<file path="src/rtl/add1_seq_ctrl_if.sv">
// Handshake bundle between the two requesters, the sequencer and the
// bit-serial incrementer. The controller uses the slave modport.
interface add1_seq_ctrl_if #(parameter int NUMBITS = 4);
  logic               req0_valid;
  logic               req1_valid;
  logic [NUMBITS-1:0] req0_data;
  logic [NUMBITS-1:0] req1_data;
  logic               req0_ready;
  logic               req1_ready;

  logic               rsp0_valid;
  logic               rsp1_valid;
  logic               rsp0_ready;
  logic               rsp1_ready;
  logic [NUMBITS-1:0] rsp0_data;
  logic [NUMBITS-1:0] rsp1_data;
  logic               rsp0_ovf;
  logic               rsp1_ovf;

  logic               add_reset;
  logic               add_in;
  logic               add_out;

  modport master (
    output req0_valid, req1_valid, req0_data, req1_data,
    input  req0_ready, req1_ready,
    input  rsp0_valid, rsp1_valid, rsp0_data, rsp1_data, rsp0_ovf, rsp1_ovf,
    output rsp0_ready, rsp1_ready,
    input  add_reset, add_in,
    output add_out
  );

  modport slave (
    input  req0_valid, req1_valid, req0_data, req1_data,
    output req0_ready, req1_ready,
    output rsp0_valid, rsp1_valid, rsp0_data, rsp1_data, rsp0_ovf, rsp1_ovf,
    input  rsp0_ready, rsp1_ready,
    output add_reset, add_in,
    input  add_out
  );
endinterface

</file>
<file path="src/rtl/add1_seq_ctrl.sv">
// Round-robin sequencer for the shared bit-serial incrementer: accepts an
// operand, clears the incrementer, streams bits LSB-first, returns the result.
//
// state | meaning
// IDLE  | arbitrate between requesters, accept one operand
// CLR   | one-cycle clear pulse to the incrementer (carry <= 1)
// SHIFT | stream op_reg[k] out, capture add_out into res_reg[k]
// RESP  | hold result for the owner until it is taken
module add1_seq_ctrl #(
  parameter int NUMBITS = 4
) (
  input logic          clk,
  input logic          reset,
  add1_seq_ctrl_if.slave bus
);

  typedef enum logic [1:0] {IDLE, CLR, SHIFT, RESP} state_t;

  localparam int KW = (NUMBITS > 2) ? $clog2(NUMBITS) : 1;
  localparam logic [KW-1:0] K_LAST = KW'(NUMBITS - 1);

  state_t             state;
  state_t             state_nxt;
  logic [KW-1:0]      k;
  logic [NUMBITS-1:0] op_reg;
  logic [NUMBITS-1:0] res_reg;
  logic               owner;
  logic               last_grant;
  logic               ovf_reg;

  logic               any_valid;
  logic               grant;
  logic [NUMBITS-1:0] grant_data;
  logic               accept;
  logic               rsp_take;

  // On a tie the requester that was not served last wins.
  always_comb begin
    any_valid = bus.req0_valid | bus.req1_valid;
    if (bus.req0_valid && bus.req1_valid)
      grant = ~last_grant;
    else
      grant = bus.req1_valid;
    grant_data = grant ? bus.req1_data : bus.req0_data;
    accept     = (state == IDLE) && any_valid;
    rsp_take   = (state == RESP) && (owner ? bus.rsp1_ready : bus.rsp0_ready);
  end

  always_ff @(posedge clk or posedge reset) begin
    if (reset)
      state <= IDLE;
    else
      state <= state_nxt;
  end

  always_comb begin
    state_nxt = state;
    case (state)
      IDLE:    if (accept) state_nxt = CLR;
      CLR:     state_nxt = SHIFT;
      SHIFT:   if (k == K_LAST) state_nxt = RESP;
      RESP:    if (rsp_take) state_nxt = IDLE;
      default: state_nxt = IDLE;
    endcase
  end

  always_ff @(posedge clk or posedge reset) begin
    if (reset) begin
      k          <= '0;
      op_reg     <= '0;
      res_reg    <= '0;
      owner      <= 1'b0;
      last_grant <= 1'b1;
      ovf_reg    <= 1'b0;
    end else begin
      if (accept) begin
        op_reg     <= grant_data;
        owner      <= grant;
        last_grant <= grant;
        ovf_reg    <= &grant_data;
        k          <= '0;
      end
      if (state == SHIFT) begin
        res_reg[k] <= bus.add_out;
        k          <= (k == K_LAST) ? '0 : k + 1'b1;
      end
    end
  end

  // Response outputs read zero unless the owner is being served.
  always_comb begin
    bus.req0_ready = accept && !grant;
    bus.req1_ready = accept && grant;
    bus.rsp0_valid = (state == RESP) && !owner;
    bus.rsp1_valid = (state == RESP) && owner;
    bus.rsp0_data  = bus.rsp0_valid ? res_reg : '0;
    bus.rsp1_data  = bus.rsp1_valid ? res_reg : '0;
    bus.rsp0_ovf   = bus.rsp0_valid && ovf_reg;
    bus.rsp1_ovf   = bus.rsp1_valid && ovf_reg;
    bus.add_reset  = (state == CLR);
    bus.add_in     = (state == SHIFT) ? op_reg[k] : 1'b0;
  end

endmodule

</file>
<file path="src/flat_wrapper.sv">
// flat-port wrapper written by rule: the top's interface ports become plain ports
module add1_seq_ctrl_flat 
#(
  parameter int NUMBITS = 4
)
  (clk, reset, bus_req0_valid, bus_req1_valid, bus_req0_data, bus_req1_data, bus_req0_ready, bus_req1_ready, bus_rsp0_valid, bus_rsp1_valid, bus_rsp0_data, bus_rsp1_data, bus_rsp0_ovf, bus_rsp1_ovf, bus_rsp0_ready, bus_rsp1_ready, bus_add_reset, bus_add_in, bus_add_out);
  add1_seq_ctrl_if #(.NUMBITS(NUMBITS)) bus_i ();
  input logic clk;
  input logic reset;
  input wire logic [$bits(bus_i.req0_valid)-1:0] bus_req0_valid;
  input wire logic [$bits(bus_i.req1_valid)-1:0] bus_req1_valid;
  input wire logic [$bits(bus_i.req0_data)-1:0] bus_req0_data;
  input wire logic [$bits(bus_i.req1_data)-1:0] bus_req1_data;
  output wire logic [$bits(bus_i.req0_ready)-1:0] bus_req0_ready;
  output wire logic [$bits(bus_i.req1_ready)-1:0] bus_req1_ready;
  output wire logic [$bits(bus_i.rsp0_valid)-1:0] bus_rsp0_valid;
  output wire logic [$bits(bus_i.rsp1_valid)-1:0] bus_rsp1_valid;
  output wire logic [$bits(bus_i.rsp0_data)-1:0] bus_rsp0_data;
  output wire logic [$bits(bus_i.rsp1_data)-1:0] bus_rsp1_data;
  output wire logic [$bits(bus_i.rsp0_ovf)-1:0] bus_rsp0_ovf;
  output wire logic [$bits(bus_i.rsp1_ovf)-1:0] bus_rsp1_ovf;
  input wire logic [$bits(bus_i.rsp0_ready)-1:0] bus_rsp0_ready;
  input wire logic [$bits(bus_i.rsp1_ready)-1:0] bus_rsp1_ready;
  output wire logic [$bits(bus_i.add_reset)-1:0] bus_add_reset;
  output wire logic [$bits(bus_i.add_in)-1:0] bus_add_in;
  input wire logic [$bits(bus_i.add_out)-1:0] bus_add_out;
  assign bus_i.req0_valid = bus_req0_valid;
  assign bus_i.req1_valid = bus_req1_valid;
  assign bus_i.req0_data = bus_req0_data;
  assign bus_i.req1_data = bus_req1_data;
  assign bus_req0_ready = bus_i.req0_ready;
  assign bus_req1_ready = bus_i.req1_ready;
  assign bus_rsp0_valid = bus_i.rsp0_valid;
  assign bus_rsp1_valid = bus_i.rsp1_valid;
  assign bus_rsp0_data = bus_i.rsp0_data;
  assign bus_rsp1_data = bus_i.rsp1_data;
  assign bus_rsp0_ovf = bus_i.rsp0_ovf;
  assign bus_rsp1_ovf = bus_i.rsp1_ovf;
  assign bus_i.rsp0_ready = bus_rsp0_ready;
  assign bus_i.rsp1_ready = bus_rsp1_ready;
  assign bus_add_reset = bus_i.add_reset;
  assign bus_add_in = bus_i.add_in;
  assign bus_i.add_out = bus_add_out;
  add1_seq_ctrl #(.NUMBITS(NUMBITS)) u_core (.clk(clk), .reset(reset), .bus(bus_i));
endmodule
</file>
<file path="config.mk">
export PLATFORM = sky130hd
export DESIGN_NAME = add1_seq_ctrl_flat
export DESIGN_NICKNAME = d
export VERILOG_FILES = /design/src/rtl/add1_seq_ctrl_if.sv /design/src/rtl/add1_seq_ctrl.sv /design/src/flat_wrapper.sv
export SDC_FILE = /design/constraint.sdc
export NUM_CORES = 1
export LEC_CHECK = 0
export ABC_CLOCK_PERIOD_IN_PS = 4700
export CELL_PAD_IN_SITES_DETAIL_PLACEMENT = 0
export CELL_PAD_IN_SITES_GLOBAL_PLACEMENT = 2
export CORE_AREA = 2 2 60 62
export DETAILED_ROUTE_END_ITERATION = 7
export DIE_AREA = 0 0 62 64
export PLACE_DENSITY_LB_ADDON = 0.1
export RECOVER_POWER = 50
export SETUP_SLACK_MARGIN = 0.5
export SLEW_MARGIN = 20
export SYNTH_ARGS = -nofsm -noshare
export SYNTH_HDL_FRONTEND = slang
export SYNTH_SLANG_ARGS = --single-unit
</file>
<file path="constraint.sdc">
create_clock -name clk -period 4.7 [get_ports clk]
set_input_delay 0.47 -clock clk [delete_from_list [all_inputs] [get_ports clk]]
set_output_delay 0.47 -clock clk [all_outputs]
set_load 0.03 [all_outputs]
</file>
* Yosys cells after proc, flatten, opt, wreduce, memory -nomap -nowiden *
Cells that the tools add are included.

word-level totals
  register bits after elaboration = 15
  bits in latches = 0
  bits in writable memories = 0
  ROM bits = 0
  output and inout port bits = 16
  logic and storage cells = 53
  memories kept = 0

operators by class
  add/subtract/negate cells = 1
  multiply operators = 0
  div/mod/pow operators = 0
  order comparisons = 2
  equality and inequality tests = 7
  shifts and indexed selects = 0
  mux-type cells = 18
  bitwise logic cells = 2
  reduce and logical (&&, ||, !) cells = 16

operators by type and width
  cell                   count
  $mux W2                6
  $mux W4                3
  $logic_and A1 B1 Y1    10
  $pmux W2 S4            1
  $eq A2 B2 Y1 const B   3
  $ne A2 B1 Y1 const B   3
  $mux W1                5
  $bwmux W4              1
  $reduce_and A4 Y1      1
  $lt A2 B3 Y1 const B   1
  $reduce_and A3 Y1      1
  $add A2 B1 Y2 const B  1
  $bmux W1 S2            1
  $demux W1 S2           1
  $eq A2 B1 Y1 const B   1
  $ge A2 B1 Y1 const B   1
  $logic_not A1 Y1       2
  $logic_not A2 Y1       1
  $reduce_bool A2 Y1     1
  $not A1 Y1             1
  $or A1 B1 Y1           1

* Longest topological paths before layout *
Gate-level depths: netlist of run 1.

  word-level depth = 5
  mapped depth = 6

* Worst setup path after synthesis of run 1 *
No wires, ideal clock.

  path type = reg2out
  start point = reg u_core.state[0]
  end point = out bus_req0_ready
  data arrival time = 1.499 ns
  required time = 4.230 ns
  setup slack = 2.731 ns
  stages on the path, launching flop included = 6
  cells stage by stage = dfrtp_1 > inv_1 > ha_1 > o21ai_0 > clkbuf_1 > nor2_1

between the ends
  word-level cells in the longest chain between the ends = 3

ends and longest elaborated chain
  item                    line                 RTL
  from (decl)             add1_seq_ctrl.sv:22  state_t state;
  from (signal assigned)  add1_seq_ctrl.sv:53  state <= state_nxt;
  $logic_not A2 Y1        add1_seq_ctrl.sv:45  accept = (state == IDLE) && any_valid;
  $logic_and A1 B1 Y1     add1_seq_ctrl.sv:45
  $logic_and A1 B1 Y1     add1_seq_ctrl.sv:92  bus.req0_ready = accept && !grant;
  to (decl)               flat_wrapper.sv:14   output wire logic [$bits(bus_i.req0_ready)-1:0] bus_req0_ready;

No other way between the ends.

* Worst setup path in the final report of run 1 *
Ends and elaborated chain as after synthesis.

==> impl_metrics.json, run 1 <==
{
  "area_growth_syn_to_layout_pct": 41.1,
  "syn-num-nets": 113,
  "ff2ff_path_depth": 4,
  "syn_avg_cell_area_um2": 10.4,
  "whs_ns": 0.495,
  "relSlewSlack": 0.603,
  "diodes": 0,
  "cp_cell_sequence": "inv_1 -> ha_1 -> o21ai_0 -> clkbuf_1 -> nor2_1 -> clkdlybuf4s50_1",
  "track_usage": 0.112,
  "syn_area_um2": 928,
  "clock_latency_ns": 0.28,
  "drc": 0,
  "cts_tree": "done",
  "fillers": 339,
  "avgViaCountPerCell": 4.32,
  "die_y_um": 64,
  "skew_ns": 0.00343,
  "port_buffers": 30,
  "drt_wl_total_mm": 1.94,
  "root_buffer": "clkbuf_4",
  "power.density_nw_per_um2": 556,
  "arrival_ns": 2.31,
  "cts_hold_buf": 0,
  "dp_cells": 164,
  "cts.path.max_buffers": 2,
  "regArea_um2": 377,
  "path_class": "flop to output pin",
  "synth_area_leaders": "dfrtp_1, ha_1, mux2i_1",
  "synth_seq_area_share": 0.406,
  "ff2ff_setup_slack_ns": 2.88,
  "clock-sinks": 15,
  "cts_setup_buffers": 0,
  "hold_path_class": "flop to flop",
  "multiInputGateArea_um2": 522,
  "yosys-top-cells-count": "dfrtp_1, nand2_1, ha_1, and2_1",
  "period_minus_slack_ns": 2.78,
  "num_rows": 21,
  "clock.fmax_mhz": 360,
  "post_cts_resized": 0,
  "endpoint_kind": "output pin",
  "drive_above_1_share": 0.156,
  "critical_path.top_delay_family": "buffers and inverters",
  "wl_per_cell_um": 11.5,
  "overflow": 0,
  "routed-via-count": 725,
  "dieArea_um2": 3970,
  "r2r_end": "u_core.state[1]",
  "initial_core_util": 0.283,
  "crit_cells": 6,
  "timing.final.crit_share": 0.591,
  "place_hpwl_mm": 1.58,
  "gp_congestion": 0.653,
  "worst_slew_pin_slew_ns": 0.595,
  "syn_inst": 89,
  "cp.required_ns": 4.23,
  "yosys.cell_count.top_type": "dfrtp_1",
  "setup_viol": 0,
  "fin_setup_tns_ns": 0,
  "yosys_warnings": 0,
  "cts_buffers": 3,
  "yosysTopAreaCell": "dfrtp_1",
  "critPathMaxFanout": 12,
  "firstDrtPassIters": 4,
  "synth_edf_count": 0,
  "stdcell_count": 168,
  "slowest_stage": "clkdlybuf4s50_1",
  "coreArea_um2": 3280,
  "h-tree-depth": 1,
  "die_w_um": 62,
  "fin_nets": 147,
  "status": "finished clean",
  "start_kind": "flop",
  "ys_ff_latch": 15,
  "path_clk_slew_ns": 0.09,
  "critPathMaxStageDelay_ns": 0.68,
  "num_io_pins": 31,
  "synth_flop_cell": "dfrtp_1",
  "drt.antenna.violating_nets": 0,
  "cap_violations": 0,
  "grt_pass1_wl_mm": 3.31,
  "antenna_found_initial": 0,
  "timing.critical_path.buf_inv": 3,
  "worstReg2RegStart": "u_core.state[0]",
  "setup.worst_path.start": "u_core.state[0]",
  "yosysTopAreaCellShare": 0.377,
  "grt_pass1_vias": 693,
  "endpoint": "bus_req0_ready",
  "yosys.cell_types.count": 26,
  "grt_max_degree": 16,
  "drv_slew": 0,
  "drt_iter0_drc": 15,
  "final_hold_viol_count": 0,
  "rsz0062_at_grt": "false",
  "cellLeakagePower_nw": 0.577,
  "ir_worst_vdd_v": 0.000171,
  "async_reset_ff_frac": 1.00
}
## cells by family (layout without fill, tap and decap cells)
| family | count (synthesis) | in the layout | synth area share |
|---|---|---|---|
| buffers and inverters | 8 | 41 | 0.0323 |
| DFF | 15 | 15 | 0.406 |
| AOI/OAI and AO/OA | 14 | 14 | 0.108 |
| adders and majority gates | 9 | 9 | 0.121 |
| muxes | 12 | 12 | 0.150 |
| and+or+nand+nor | 31 | 31 | 0.183 |
## layout by cell type (no fill, tap or decap)
master	count
nor2_1	3
a22o_1	1
inv_1	6
a21boi_2	1
dfstp_2	1
a32o_1	2
and2_1	7
dfrtp_1	14
and2b_2	1
a21oi_1	1
dlygate4sd3_1	1
nand3_1	2
mux2_1	1
mux4_2	1
a31oi_1	1
a21o_2	1
nand2_1	10
a222oi_1	1
clkbuf_1	1
mux2i_1	6
and3_2	5
mux2_2	4
clkbuf_4	3
ha_1	9
clkdlybuf4s50_1	29
and2_2	1
o21ai_0	6
clkinv_2	1
nand2b_1	1
nand3b_1	1
## tightest hold or removal path, cell delays in order, from the launching register on
cell     delay (ns)
dfrtp_1        0.36
nand2_1        0.05
o21ai_0        0.06
## per-layer routing
layer	up-vias	wire, um	global-route usage
met2	22	920	0.173
met4	0	19	0.0559
met1	326	903	0.148
li1	375	-	-
met3	2	95	0.0182
met5	-	0	0
## final cells by class
class,count,area share
flip-flops and latches,15,0.287
multi-input cells,66,0.398
inverters,6,0.0172
clock buffers,3,0.0172
repair buffers,31,0.232
clock inverters,1,0.00382
well taps,46,0.0439
## per-stage QoR
step	setup WS [ns]	instance area, um2	total power, mW	utilization
floorplan	2.73	928	0.527	-
global placement	1.98	1290	0.663	0.392
detailed placement	1.94	1290	0.668	0.392
CTS	1.94	1310	0.743	0.400
global route	1.72	1310	0.796	0.399
finish	1.92	1310	0.728	0.399
## report_power, final
| group | total (mW) | internal (mW) | switching [mW] | leakage (nW) |
|---|---|---|---|---|
| logic | 0.403 | 0.194 | 0.209 | 0.377 |
| clock network | 0.0742 | 0.0316 | 0.0426 | 0.0177 |
| registers | 0.250 | 0.195 | 0.0552 | 0.182 |
| total | 0.728 | 0.421 | 0.307 | 0.577 |
## how the worst min path moves through the flow
| stage | cells after the start | start | slack [ns] | to |
|---|---|---|---|---|
| 2_1_floorplan | 1 | reset | 0.37 | u_core.k[0] |
| 3_3_place_gp | 2 | u_core.op_reg[0] | 0.47 | u_core.op_reg[0] |
| 3_5_place_dp | 2 | u_core.op_reg[3] | 0.48 | u_core.op_reg[3] |
| 4_1_cts | 2 | u_core.op_reg[3] | 0.50 | u_core.op_reg[3] |
| 5_1_grt | 2 | u_core.op_reg[0] | 0.52 | u_core.op_reg[0] |
| 6_report | 2 | u_core.op_reg[0] | 0.50 | u_core.op_reg[0] |
Note: power is estimated with default switching activity, not from simulation.
==> run 2: changes to the inputs <==
--- a/config.mk
+++ b/config.mk
@@ -5,12 +5,12 @@
 export SDC_FILE = /design/constraint.sdc
 export NUM_CORES = 1
 export LEC_CHECK = 0
-export ABC_CLOCK_PERIOD_IN_PS = 4700
+export ABC_CLOCK_PERIOD_IN_PS = 2300
 export CELL_PAD_IN_SITES_DETAIL_PLACEMENT = 0
 export CELL_PAD_IN_SITES_GLOBAL_PLACEMENT = 2
-export CORE_AREA = 2 2 60 62
+export CORE_AREA = 2 2 66 68
 export DETAILED_ROUTE_END_ITERATION = 7
-export DIE_AREA = 0 0 62 64
+export DIE_AREA = 0 0 68 70
 export PLACE_DENSITY_LB_ADDON = 0.1
 export RECOVER_POWER = 50
 export SETUP_SLACK_MARGIN = 0.5
==> constraint.sdc (replaced) <==
create_clock -name clk -period 2.3 [get_ports clk]
set_input_delay 0.23 -clock clk [delete_from_list [all_inputs] [get_ports clk]]
set_output_delay 0.23 -clock clk [all_outputs]
set_load 0.03 [all_outputs]
==> impl_metrics.json, run 2 (same netlist as run 1, synthesis figures left out) <==
{
  "cts_hold_buf": 0,
  "rsz0062_at_grt": "true",
  "cap_violations": 0,
  "drv_slew": 0,
  "ir_worst_vdd_v": 0.000345,
  "relSlewSlack": 0.582,
  "cellLeakagePower_nw": 0.659,
  "utilization": 0.323,
  "root_buffer": "clkbuf_8",
  "firstDrtPassIters": 5,
  "clock_latency_ns": 0.24,
  "critPathMaxFanout": 6,
  "overflow": 0,
  "fin_nets": 152,
  "arrival_ns": 1.60,
  "fin_setup_tns_ns": 0,
  "cts.path.max_buffers": 2,
  "h-tree-depth": 1,
  "coreArea_um2": 4140,
  "antenna_found_initial": 0,
  "start_kind": "flop",
  "cts_buffers": 3,
  "drive_above_1_share": 0.252,
  "cp.required_ns": 2.07,
  "hold_depth": 3,
  "gp_congestion": 0.693,
  "drt_iter0_drc": 15,
  "status": "finished clean",
  "clock.fmax_mhz": 547,
  "grt_pass1_vias": 764,
  "area_growth_syn_to_layout_pct": 44.1,
  "place_ws_ns": 0.339,
  "endpoint_kind": "output pin",
  "routed-via-count": 773,
  "slowest_stage": "dfrtp_1",
  "period_minus_slack_ns": 1.83,
  "ff2ff_path_depth": 5,
  "die_y_um": 70,
  "diodes": 0,
  "initial_core_util": 0.224,
  "grt_pass1_wl_mm": 3.72,
  "fin_ws_ns": 0.473,
  "cts_tree": "done",
  "setup_viol": 0,
  "hold_path_class": "input port to flop",
  "path_class": "flop to output pin",
  "path_clk_slew_ns": 0.06,
  "avgViaCountPerCell": 4.32,
  "cp_cell_sequence": "inv_1 -> ha_1 -> clkbuf_1 -> and2_1 -> buf_4",
  "grt_max_degree": 16,
  "layout_commonest_cell": "dfrtp_1",
  "track_usage": 0.103,
  "wl_per_cell_um": 12.2,
  "final_hold_viol_count": 0,
  "timing.final.crit_share": 0.795,
  "skew_ns": 0.00194,
  "critPathMaxStageDelay_ns": 0.43,
  "die_w_um": 68,
  "dieArea_um2": 4760,
  "worst_slew_pin_slew_ns": 0.626,
  "drc": 0,
  "num_rows": 24,
  "drt.antenna.violating_nets": 0,
  "power.density_nw_per_um2": 1180,
  "final_cell_mix": "dfrtp_1, clkdlybuf4s50_1, nand2_1",
  "port_buffers": 30,
  "place_hpwl_mm": 1.73,
  "drt_wl_total_mm": 2.18,
  "num_io_pins": 31,
  "clock-sinks": 15
}
-- run 2: cell count changes in the layout (fill, tap and decap cells not counted), sizes merged --
cell,change
dlymetal6s2s,+1
clkinv,-1
clkbuf,+3
clkdlybuf4s50,-17
buf,+11
dlygate4sd2,+8
-- run 2: timing repair --
action | CTS | global route
resized for setup | 34 | 11
setup endpoints to repair | 15 | 11
setup buffers | 0 | 2
pin swaps | 0 | 1
-- run 2: layout make-up --
class | count | area, um2
Fill cell | 463 | 2810
Multi-Input combinational cell | 66 | 534
Sequential cell | 15 | 378
Timing Repair Buffer | 36 | 293
Tap cell | 52 | 65.1
Clock buffer | 4 | 45.0
Inverter | 6 | 22.5
-- run 2: per-stage QoR --
step / power (mW) / hold WS, ns / cells / instance area [um2]
2_1_floorplan: 1.08 / 0.131 / 89 / 928
3_3_place_gp: 1.40 / 0.479 / 173 / 1310
3_5_place_dp: 1.41 / 0.480 / 173 / 1310
4_1_cts: 1.58 / 0.393 / 177 / 1340
5_1_grt: 1.73 / 0.429 / 179 / 1340
6_report: 1.58 / 0.363 / 179 / 1340
-- run 2: path summary, 6_finish.rpt --
kind	startpoint	to	slack (ns)
max	u_core.state[0]	bus_req1_ready	0.47
min	bus_req1_valid	u_core.last_grant	0.36
max reg2reg	u_core.state[0]	u_core.state[1]	0.56
min reg2reg	u_core.op_reg[0]	u_core.op_reg[0]	0.49
max in group asynchronous	reset	u_core.k[0]	1.35
min in group asynchronous	reset	u_core.state[0]	0.50
-- run 2: worst max-delay path: cells and delay by family (launching register included) --
family	cells	cell delay, ns
buffers and inverters	3	0.54
flip-flops	1	0.43
AND/OR/NAND/NOR	1	0.20
adder cells (fa/ha/maj)	1	0.18
-- run 2: report_power, final --
group | internal, mW | switching [mW] | leakage, nW
Combinational | 0.387 | 0.449 | 0.455
Sequential | 0.401 | 0.123 | 0.181
Clock | 0.123 | 0.0934 | 0.0228
Total | 0.911 | 0.666 | 0.659
-- run 2: routing by layer --
| metal | vias up | global-route usage | wire (um) | share of wire |
|---|---|---|---|---|
| met5 | - | 0 | 0 | 0 |
| met4 | 0 | 0.0333 | 12 | 0.0055 |
| met3 | 2 | 0.0242 | 135 | 0.062 |
| met1 | 360 | 0.142 | 1010 | 0.46 |
| li1 | 388 | - | - | - |
| met2 | 23 | 0.157 | 1030 | 0.47 |
==> run 3: changes to the inputs <==
--- a/config.mk
+++ b/config.mk
@@ -5,7 +5,7 @@
 export SDC_FILE = /design/constraint.sdc
 export NUM_CORES = 1
 export LEC_CHECK = 0
-export ABC_CLOCK_PERIOD_IN_PS = 2300
+export ABC_CLOCK_PERIOD_IN_PS = 1600
 export CELL_PAD_IN_SITES_DETAIL_PLACEMENT = 0
 export CELL_PAD_IN_SITES_GLOBAL_PLACEMENT = 2
 export CORE_AREA = 2 2 66 68
==> constraint.sdc (replaced) <==
create_clock -name clk -period 1.6 [get_ports clk]
set_input_delay 0.16 -clock clk [delete_from_list [all_inputs] [get_ports clk]]
set_output_delay 0.16 -clock clk [all_outputs]
set_load 0.03 [all_outputs]
==> impl_metrics.json, run 3 (same netlist as run 1, synthesis figures left out) <==
{
  "cellLeakagePower_nw": 0.815,
  "num_rows": 24,
  "overflow": 0,
  "cts_buffers": 3,
  "drt.antenna.violating_nets": 0,
  "cap_violations": 0,
  "drive_above_1_share": 0.609,
  "cp.required_ns": 1.44,
  "clock_latency_ns": 0.25,
  "setup_viol": 3,
  "fin_ws_ns": -0.0502,
  "place_hpwl_mm": 1.76,
  "routed-via-count": 886,
  "endpoint_kind": "output pin",
  "pwr-share-clk": 0.096,
  "p_int_mw": 1.97,
  "comb_power_share": 0.673,
  "fin_nets": 176,
  "port_buffers": 30,
  "clock-sinks": 15,
  "final_cell_mix": "buf_6, buf_4, dfrtp_1",
  "wl_per_cell_um": 11.9,
  "violations": "negative setup slack",
  "rsz0062_at_grt": "true",
  "die_w_um": 68,
  "clock.fmax_mhz": 606,
  "skew_ns": 0.00567,
  "period_minus_slack_ns": 1.65,
  "cts_hold_buf": 0,
  "cts_tree": "done",
  "critPathMaxFanout": 2,
  "drt_wl_total_mm": 2.42,
  "h-tree-depth": 1,
  "dieArea_um2": 4760,
  "worst_slew_pin_slew_ns": 0.872,
  "ir_worst_vdd_v": 0.000474,
  "sequentialPowerShare": 0.231,
  "final_hold_viol_count": 0,
  "fin_setup_tns_ns": -0.0666,
  "avgViaCountPerCell": 4.36,
  "root_buffer": "clkbuf_8",
  "drc": 0,
  "die_y_um": 70,
  "utilization": 0.430,
  "hold_path_class": "input port to flop",
  "antenna_found_initial": 0,
  "grt_max_degree": 16,
  "path_clk_slew_ns": 0.07,
  "power.density_nw_per_um2": 1800,
  "gp_congestion": 0.648,
  "drv_slew": 0,
  "p_sw_frac": 0.387,
  "layout_commonest_cell": "buf_6",
  "area_growth_syn_to_layout_pct": 92.0,
  "start_kind": "flop",
  "initial_core_util": 0.224,
  "grt_pass1_vias": 878,
  "coreArea_um2": 4140,
  "grt_pass1_wl_mm": 3.93,
  "num_io_pins": 31,
  "timing.final.crit_share": 1.03,
  "cts.path.max_buffers": 2,
  "arrival_ns": 1.49,
  "drt_iter0_drc": 35,
  "netSwitchingPower_mw": 1.24,
  "track_usage": 0.110,
  "fillers": 399,
  "diodes": 0,
  "path_class": "flop to output pin",
  "relSlewSlack": 0.419,
  "status": "finished with violations",
  "firstDrtPassIters": 5
}
-- run 3: power groups by stage --
stage | sequential, mW | clock, mW | combinational [mW]
finish | 0.741 | 0.310 | 2.16
global placement | 0.729 | 0 | 1.46
global route | 0.769 | 0.343 | 2.36
floorplan | 0.705 | 0 | 1.01
CTS | 0.726 | 0.326 | 1.90
detailed placement | 0.733 | 0 | 1.48
-- run 3: critical path, cell delays in order (launching register included) --
cell	delay (ns)
dfrtp_1	0.38
buf_6	0.11
mux4_2	0.48
and2_4	0.15
buf_6	0.13
-- run 3: final cells by class --
type / count / area (um2) / share of cell area
well taps: 52 / 65.1 / 0.0365
clock buffers: 3 / 41.3 / 0.0232
flip-flops and latches: 15 / 377 / 0.211
multi-input cells: 66 / 671 / 0.376
clock inverters: 1 / 5.00 / 0.00281
inverters: 6 / 25.0 / 0.0140
repair buffers: 60 / 599 / 0.336
-- run 3: path summary, 6_finish.rpt --
check / startpoint / to / slack, ns / cells past startpoint
worst max-delay path: u_core.k[0] / bus_add_in / -0.05 / 4
worst min-delay path: bus_req0_valid / u_core.last_grant / 0.37 / 3
worst max register to register: u_core.state[1] / u_core.state[1] / 0 / 4
worst min register to register: u_core.op_reg[0] / u_core.op_reg[0] / 0.50 / 2
max in group asynchronous: reset / u_core.state[1] / 0.46 / 3
min in group asynchronous: reset / u_core.res_reg[3] / 0.60 / 3
-- run 3: routing by layer --
layer  GRT usage  vias up  wire (um)
li1            -      440          -
met1       0.134      423        998
met2       0.184       21       1300
met3      0.0258        2        106
met4      0.0400        0         19
met5           0        -          0
-- run 3: per-stage QoR --
step	power (mW)	hold slack [ns]	instance area (um2)	worst slack [ns]	std cells
6_report	3.21	0.367	1780	-0.0502	203
3_5_place_dp	2.21	0.475	1400	-0.00737	181
5_1_grt	3.47	0.398	1780	-0.124	203
4_1_cts	2.95	0.232	1650	-0.0563	196
3_3_place_gp	2.19	0.473	1400	0.0420	181
2_1_floorplan	1.72	0.0608	1000	0.0709	89
-- run 3: timing repair --
item / in CTS / in global routing
endpoints found under the setup margin: 30 / 31
pin swaps: 16 / 5
resized for setup: 46 / 23
cloned: 0 / 1
buffers inserted: 11 / 6
